===== config.mk =====
export PLATFORM = sky130hd
export DESIGN_NAME = aes_ark_loader
export DESIGN_NICKNAME = d
export VERILOG_FILES = /design/src/rtl/aes_ark_loader.sv
export SDC_FILE = /design/constraint.sdc
export NUM_CORES = 1
export LEC_CHECK = 0
export CORE_UTILIZATION = 60
export DETAILED_ROUTE_END_ITERATION = 6
export GPL_ROUTABILITY_DRIVEN = 0
export PLACE_DENSITY = 0.85
export REMOVE_ABC_BUFFERS = 1
export SLEW_MARGIN = 20
export SYNTH_ARGS = -nofsm -noshare
export SYNTH_HDL_FRONTEND = slang
export SYNTH_SLANG_ARGS = --single-unit

===== constraint.sdc =====
create_clock -name sys_clk -period 28.3 [get_ports sys_clk]
set_input_delay 5.66 -clock sys_clk [delete_from_list [all_inputs] [get_ports sys_clk]]
set_output_delay 5.66 -clock sys_clk [all_outputs]
set_load 0.01 [all_outputs]

===== src/rtl/aes_ark_loader.sv =====
// rtl/aes_ark_loader.sv - AES block ingest with initial AddRoundKey
//
// Collects a 128-bit key and 128-bit plaintext blocks from byte-lane beats
// of BEAT_BYTES bytes. Each block is emitted XORed with the held key, with
// the key alongside, over a valid/ready handshake.
//
// Ports:
//   sys_clk, sys_rst               clock, asynchronous active-high reset
//   key_valid/key_ready/key_data   key beat input (lane i = byte beat*BEAT_BYTES+i)
//   pt_valid/pt_ready/pt_data      plaintext beat input, same lane mapping
//   out_valid/out_ready            output handshake
//   out_state, out_key             plaintext^key and the key used (byte 0 in [7:0])
//   key_loaded                     a complete key is held
//   blk_count                      blocks emitted since reset, wrapping
module aes_ark_loader #(
    parameter int BEAT_BYTES = 1,
    parameter int COUNT_W    = 16
) (
    input  logic                    sys_clk,
    input  logic                    sys_rst,
    input  logic                    key_valid,
    output logic                    key_ready,
    input  logic [8*BEAT_BYTES-1:0] key_data,
    input  logic                    pt_valid,
    output logic                    pt_ready,
    input  logic [8*BEAT_BYTES-1:0] pt_data,
    output logic                    out_valid,
    input  logic                    out_ready,
    output logic [127:0]            out_state,
    output logic [127:0]            out_key,
    output logic                    key_loaded,
    output logic [COUNT_W-1:0]      blk_count
);
    localparam int NB = 16 / BEAT_BYTES;
    localparam int CW = (NB > 1) ? $clog2(NB) : 1;
    localparam logic [CW-1:0] LAST = CW'(NB - 1);

    typedef enum logic [1:0] {EMPTY, KEYED, LOADING} state_e;

    state_e               state_q, state_d;
    logic [CW-1:0]        key_cnt_q, key_cnt_d;
    logic [CW-1:0]        pt_cnt_q, pt_cnt_d;
    logic [127:0]         key_q, key_d;
    logic [127:0]         stage_q, stage_d;
    logic                 pt_full_q, pt_full_d;
    logic                 out_valid_q, out_valid_d;
    logic [127:0]         out_state_q, out_state_d;
    logic [127:0]         out_key_q, out_key_d;
    logic [COUNT_W-1:0]   blk_count_q, blk_count_d;

    logic         key_fire, key_last, pt_fire, pt_last, out_fire, out_free;
    logic [127:0] blk_full;

    // Replace the beat-sized lane group selected by idx.
    function automatic logic [127:0] put_beat(input logic [127:0] base,
                                              input logic [CW-1:0] idx,
                                              input logic [8*BEAT_BYTES-1:0] beat);
        logic [127:0] r;
        r = base;
        for (int b = 0; b < NB; b++) begin
            if (idx == CW'(b)) r[b*8*BEAT_BYTES +: 8*BEAT_BYTES] = beat;
        end
        return r;
    endfunction

    assign key_loaded = (state_q != EMPTY);
    assign key_ready  = (pt_cnt_q == '0) && !pt_full_q && !out_valid_q;
    assign pt_ready   = key_loaded && (key_cnt_q == '0) && !pt_full_q;

    assign key_fire = key_valid && key_ready;
    assign key_last = key_fire && (key_cnt_q == LAST);
    assign pt_fire  = pt_valid && pt_ready;
    assign pt_last  = pt_fire && (pt_cnt_q == LAST);
    assign out_fire = out_valid_q && out_ready;
    assign out_free = !out_valid_q || out_fire;
    assign blk_full = put_beat(stage_q, pt_cnt_q, pt_data);

    assign out_valid = out_valid_q;
    assign out_state = out_state_q;
    assign out_key   = out_key_q;
    assign blk_count = blk_count_q;

    always_comb begin
        state_d = state_q;
        case (state_q)
            EMPTY:   if (key_last) state_d = KEYED;
            KEYED: begin
                // A fresh key beat invalidates the held key until it completes.
                if (key_fire)     state_d = key_last ? KEYED : EMPTY;
                else if (pt_fire) state_d = pt_last ? KEYED : LOADING;
            end
            LOADING: if (pt_last) state_d = KEYED;
            default: state_d = EMPTY;
        endcase
    end

    always_comb begin
        key_cnt_d   = key_cnt_q;
        pt_cnt_d    = pt_cnt_q;
        key_d       = key_q;
        stage_d     = stage_q;
        pt_full_d   = pt_full_q;
        out_valid_d = out_valid_q;
        out_state_d = out_state_q;
        out_key_d   = out_key_q;
        blk_count_d = blk_count_q;

        if (key_fire) begin
            key_d     = put_beat(key_q, key_cnt_q, key_data);
            key_cnt_d = (key_cnt_q == LAST) ? '0 : key_cnt_q + CW'(1);
        end
        if (pt_fire) begin
            stage_d  = blk_full;
            pt_cnt_d = (pt_cnt_q == LAST) ? '0 : pt_cnt_q + CW'(1);
        end
        if (out_fire) blk_count_d = blk_count_q + COUNT_W'(1);

        // pt_full blocks pt_ready, so a staged block and a final beat never coincide.
        if (pt_full_q && out_free) begin
            out_valid_d = 1'b1;
            out_state_d = stage_q ^ key_q;
            out_key_d   = key_q;
            pt_full_d   = 1'b0;
        end else if (pt_last) begin
            if (out_free) begin
                out_valid_d = 1'b1;
                out_state_d = blk_full ^ key_q;
                out_key_d   = key_q;
            end else begin
                pt_full_d   = 1'b1;
            end
        end else if (out_fire) begin
            out_valid_d = 1'b0;
        end
    end

    always_ff @(posedge sys_clk or posedge sys_rst) begin
        if (sys_rst) begin
            state_q     <= EMPTY;
            key_cnt_q   <= '0;
            pt_cnt_q    <= '0;
            key_q       <= '0;
            stage_q     <= '0;
            pt_full_q   <= 1'b0;
            out_valid_q <= 1'b0;
            out_state_q <= '0;
            out_key_q   <= '0;
            blk_count_q <= '0;
        end else begin
            state_q     <= state_d;
            key_cnt_q   <= key_cnt_d;
            pt_cnt_q    <= pt_cnt_d;
            key_q       <= key_d;
            stage_q     <= stage_d;
            pt_full_q   <= pt_full_d;
            out_valid_q <= out_valid_d;
            out_state_q <= out_state_d;
            out_key_q   <= out_key_d;
            blk_count_q <= blk_count_d;
        end
    end
endmodule


# [After elaboration in Yosys (flattened, before gate mapping)]
# Index checks and enable logic that the tools add are counted.
[op_classes] bitwise=2 eq_ne=37 n_reduce_logical=40 muxes=38 n_addsub=3
[ops] cell="$mux W128" n=6
[ops] cell="$xor A128 B128 Y128" n=2
[ops] cell="$mux W8" n=16
[ops] cell="$eq A4 B4 Y1 const B" n=16
[ops] cell="$reduce_and A2 Y1" n=19
[ops] cell="$eq A4 B3 Y1 const B" n=8
[ops] cell="$add A16 B1 Y16 const B" n=1
[ops] cell="$eq A4 B2 Y1 const B" n=4
[ops] cell="$logic_and A1 B1 Y1" n=10
[ops] cell="$mux W2" n=5
[ops] cell="$add A4 B1 Y4 const B" n=2
[ops] cell="$eq A4 B1 Y1 const B" n=2
[ops] cell="$logic_not A4 Y1" n=2
[ops] cell="$mux W1" n=8
[ops] cell="$mux W4" n=2
[ops] cell="$pmux W2 S3" n=1
[ops] cell="$reduce_bool A2 Y1" n=3
[ops] cell="$ne A2 B2 Y1 const B" n=2
[ops] cell="$ne A3 B1 Y1 const B" n=1
[ops] cell="$ne A3 B3 Y1 const B" n=1
[ops] cell="$reduce_and A3 Y1" n=1
[ops] cell="$reduce_bool A3 Y1" n=1
[ops] cell="$eq A2 B1 Y1 const B" n=1
[ops] cell="$eq A2 B2 Y1 const B" n=1
[ops] cell="other kinds (4)" n=5
[word_totals] word_cells=145 reg_bits=540 inputBits=21 output_inout_bits=276

# [Depth between registers and ports, before layout]
[depth] ltp_word=9 ltp_mapped=12

# [Worst setup path after synthesis]
# Ideal clock, no wire load.
[synth_path] path_kind="input port to flip-flop" startpoint="input pt_valid" endpoint="register out_key_q[100], in the netlist out_key[100]" setup_ns=0.125 cell_stages=7 arrival_ns=7.064 setup_slack_ns=21.110 path_cell_list="inv_1 nor4b_4 o21ai_2 buf_6 buf_6 buf_6 mux2_4"
[synth_between] elab_chain_cells=4
[synth_lines] element="from (decl)" line_no="24" source="input logic pt_valid,"
[synth_lines] element="$logic_and A1 B1 Y1" line_no="72" source="assign pt_fire = pt_valid && pt_ready;"
[synth_lines] element="$logic_and A1 B1 Y1" line_no="73" source="assign pt_last = pt_fire && (pt_cnt_q == LAST);"
[synth_lines] element="$reduce_bool A2 Y1 (no source line)"
[synth_lines] element="$reduce_and A2 Y1 (no source line)"
[synth_lines] element="to (signal assigned)" line_no="158" source="out_key_q <= out_key_d;"
[synth_lines] element="to (decl)" line_no="48" source="logic [127:0] out_key_q, out_key_d;"
# No other way between the ends.
# A chain may end at the register's enable or synchronous reset.

# [Worst setup path in the final report]
[layout_path] startpoint="input out_ready" endpoint="register out_key_q[120], in the netlist out_key[120]"
[layout_between] elab_chain_cells=5 elab_cells_between_ends=7 cone_classes="1 x mux; 6 x reduce/logical"
[layout_lines] element="from (decl)" line_no="28" source="input logic out_ready,"
[layout_lines] element="$logic_and A1 B1 Y1 *" line_no="74" source="assign out_fire = out_valid_q && out_ready;"
[layout_lines] element="$logic_or A1 B1 Y1 *" line_no="75" source="assign out_free = !out_valid_q || out_fire;"
[layout_lines] element="$logic_and A1 B1 Y1" line_no="119" source="if (pt_full_q && out_free) begin"
[layout_lines] element="$reduce_bool A2 Y1 (no source line)"
[layout_lines] element="$reduce_and A2 Y1 (no source line)"
# Mark *: on every way between the ends. The rest lies on a longest branch, timed or not.

==> run metrics <==
status finished clean; DRT iter0 DRCs 911; Crit Path Class in -> reg; clock-pin slew on the worst setup and hold paths 0.06 ns; critical path startpoint category input port; ant diodes 0; # DRC 0; Tmin final 8.65 ns; Area contributors post-synth dfrtp_1, mux2_2, mux2_4; FMAX around 0.12 GHz; Fin. Hold Viols 0; Hold-fix buffers, CTS 0; register area roughly 0.014 mm2; post-DR vias/cell 5.70; post-synth top area cell dfrtp_1; share of cells above drive strength 1 26.1%; asr flop ratio synth 100%; register area share after synthesis 57.5%; initial core utilization around 61%; CP endpoint kind flip-flop; chip width 200 um; final WL 56800 um; Post-Syn Instances about 1700; CTS Root Cell clkbuf_16; CTS tree yes; # rows 72; Worst Path Required about 29 ns; vias in the first global route roughly 15000; maximum clock path buffer count 3; Tcrit/Tclk final between 30% and 40%; Overflow after GRT 0; clk_lat worst skew 0.60 ns; area of the multi-input gates 0.00944 mm2; initial antenna violation count 1; Core Box Area 0.0386 mm2; IO Pins slightly below 300; Yosys top cell area share 57.5%; setup_tns 0 ns; cell area after synthesis between 0.02 and 0.025 mm2; Buffers on Ports 296; VDD IR max 0.0451 mV; Routed WL per cell 22.3 um; crit path DAT 9.11 ns; final slew viol count 0; top_reg_cell synth dfrtp_1; Routed Antenna Nets 0; worst min-delay path class reg -> reg; area grow syn2layout 21.8%; drt pass-1 iters 5; Rel. slew slack 22.0%; Slew @ Worst Pin 1.17 ns; number of synthesized flops with an enable pin 0; Static Leakage 14.0 nW; number of H-tree levels 2; total clock sinks 540; die area 0.0400 mm2; global-route wire length before repair 86000 um; CP max FO 106; Vias 14539; Num CTS Buffers 54; total track usage 28.7%; die height 200 um; power per cell area 54.9 mW/mm2; Max-Cap Viols 0; fin util 74.1%; Net count, final around 2000; RSZ-0062 raised after global routing false; Ys Warns 0; Clock Skews 0.0237 ns; Synth Register Bits 540; setup bufs post-CTS 0; Filler cells 2385; Syn Area/Cell 13.7 um2; synth unique cells 44; endpoints failing setup 0; DP HPWL 35000 um; post-cts sizing count 0; pin count of the biggest net entering global routing 186
[power by group]
group          switching [W]  leakage [nW]  total [W]  internal [W]
Combinational      0.0000307          5.52  0.0000363    0.00000561
Clock               0.000304         0.963   0.000763      0.000459
Sequential       0.000000560          7.52   0.000773      0.000772
Total               0.000335          14.0    0.00157       0.00124
[cell usage in the layout, fill, tap and decap left out, types with 3 or more instances in the layout]
master | Yosys | layout
o211ai_2 | 9 | 9
nand2_1 | 183 | 183
buf_4 | 1 | 11
clkbuf_1 | 61 | 8
clkinv_2 | 0 | 15
buf_2 | 7 | 8
clkbuf_8 | 0 | 14
a21oi_2 | 6 | 6
clkbuf_16 | 0 | 57
nor3_1 | 3 | 3
mux2_2 | 259 | 259
nor2_1 | 8 | 8
ha_1 | 9 | 9
o21ai_0 | 107 | 107
nor2b_1 | 3 | 3
nand4_1 | 8 | 8
mux2i_1 | 128 | 128
inv_1 | 8 | 7
mux2_4 | 118 | 118
a21oi_1 | 3 | 3
dfrtp_1 | 540 | 540
clkdlybuf4s50_1 | 0 | 288
xor2_1 | 134 | 134
nand2b_1 | 4 | 4
nor2_2 | 8 | 8
o21ai_1 | 28 | 28
nand3_1 | 17 | 17
bufinv_16 | 0 | 6
and3_1 | 3 | 3
xnor2_1 | 11 | 11
[synth_stat cells, drive strengths merged, types with 4 or more instances]
| cell | count |
|---|---|
| nor2 | 16 |
| nand3 | 18 |
| nand4 | 8 |
| mux2 | 377 |
| nand2 | 184 |
| nor3 | 6 |
| ha | 9 |
| o211ai | 9 |
| xnor2 | 11 |
| o21ai | 136 |
| buf | 33 |
| clkbuf | 61 |
| nand2b | 4 |
| xor2 | 134 |
| a21oi | 9 |
| inv | 8 |
| nor3b | 4 |
| dfrtp | 540 |
| mux2i | 128 |
[cell families after synthesis]
| logic type | synth area share [%] |
|---|---|
| DFF | 57.5 |
| muxes | 25.4 |
| and+or+nand+nor | 5.06 |
| AOI/OAI and AO/OA | 3.79 |
| xor gates and xnor gates | 5.40 |
| buffers and inverters | 2.42 |
| adders and majority gates | 0.479 |
[metal layers]
metal	track usage [%]	vias up	share of wire, %
li1	-	6458	-
met4	9.33	0	2.6
met2	46.4	382	49
met3	4.45	93	5.2
met5	0	-	0
met1	40.0	7606	43
[area by class of cell]
type | count | area share [%]
flip-flops and latches | 540 | 47.2
multi-input cells | 1072 | 33.0
repair buffers | 311 | 10.7
clock buffers | 79 | 5.76
well taps | 518 | 2.26
clock inverters | 23 | 0.974
inverters | 8 | 0.131
[per-stage QoR]
step | setup slack (ns) | total power, W | area [um2] | instances | hold WS [ns]
2_1_floorplan | 7.55 | 0.000802 | 23000 | 1620 | 0.445
3_3_place_gp | 18.92 | 0.000824 | 26700 | 2449 | 0.457
3_5_place_dp | 18.83 | 0.000824 | 26700 | 2449 | 0.457
4_1_cts | 19.45 | 0.00158 | 28600 | 2551 | 0.469
5_1_grt | 19.52 | 0.00162 | 28600 | 2551 | 0.480
6_report | 19.65 | 0.00157 | 28600 | 2551 | 0.462
[flip-flops by register name, indices dropped and copies added, names as in the netlist]
signal     count
pt_cnt_q       4
key_q        128
out_state    128
blk_count     16
state_q        2
pt_full_q      1
out_key      128
key_cnt_q      4
out_valid      1
stage_q      128
[worst max-delay path, stage by stage]
cell and delay (ns):
clkdlybuf4s50_1 0.55, nand2b_1 0.52, o21ai_4 0.21, buf_4 0.83, buf_6 0.75, mux2_2 0.41
[final timing paths]
path,cells past startpoint,end,slack (ns),start
setup / recovery,6,out_key[120]$_DFFE_PP0P_,19.65,out_ready
hold / removal,1,blk_count[15]$_DFFE_PP0P_,0.46,blk_count[15]$_DFFE_PP0P_
setup reg to reg,8,out_key[120]$_DFFE_PP0P_,24.57,key_cnt_q[0]$_DFFE_PP0P_
hold reg to reg,1,blk_count[15]$_DFFE_PP0P_,0.46,blk_count[15]$_DFFE_PP0P_
max in group asynchronous,4,stage_q[60]$_DFFE_PP0P_,20.33,sys_rst
min in group asynchronous,2,out_key[18]$_DFFE_PP0P_,5.65,sys_rst
No activity file was read; power rests on OpenSTA's default activity.
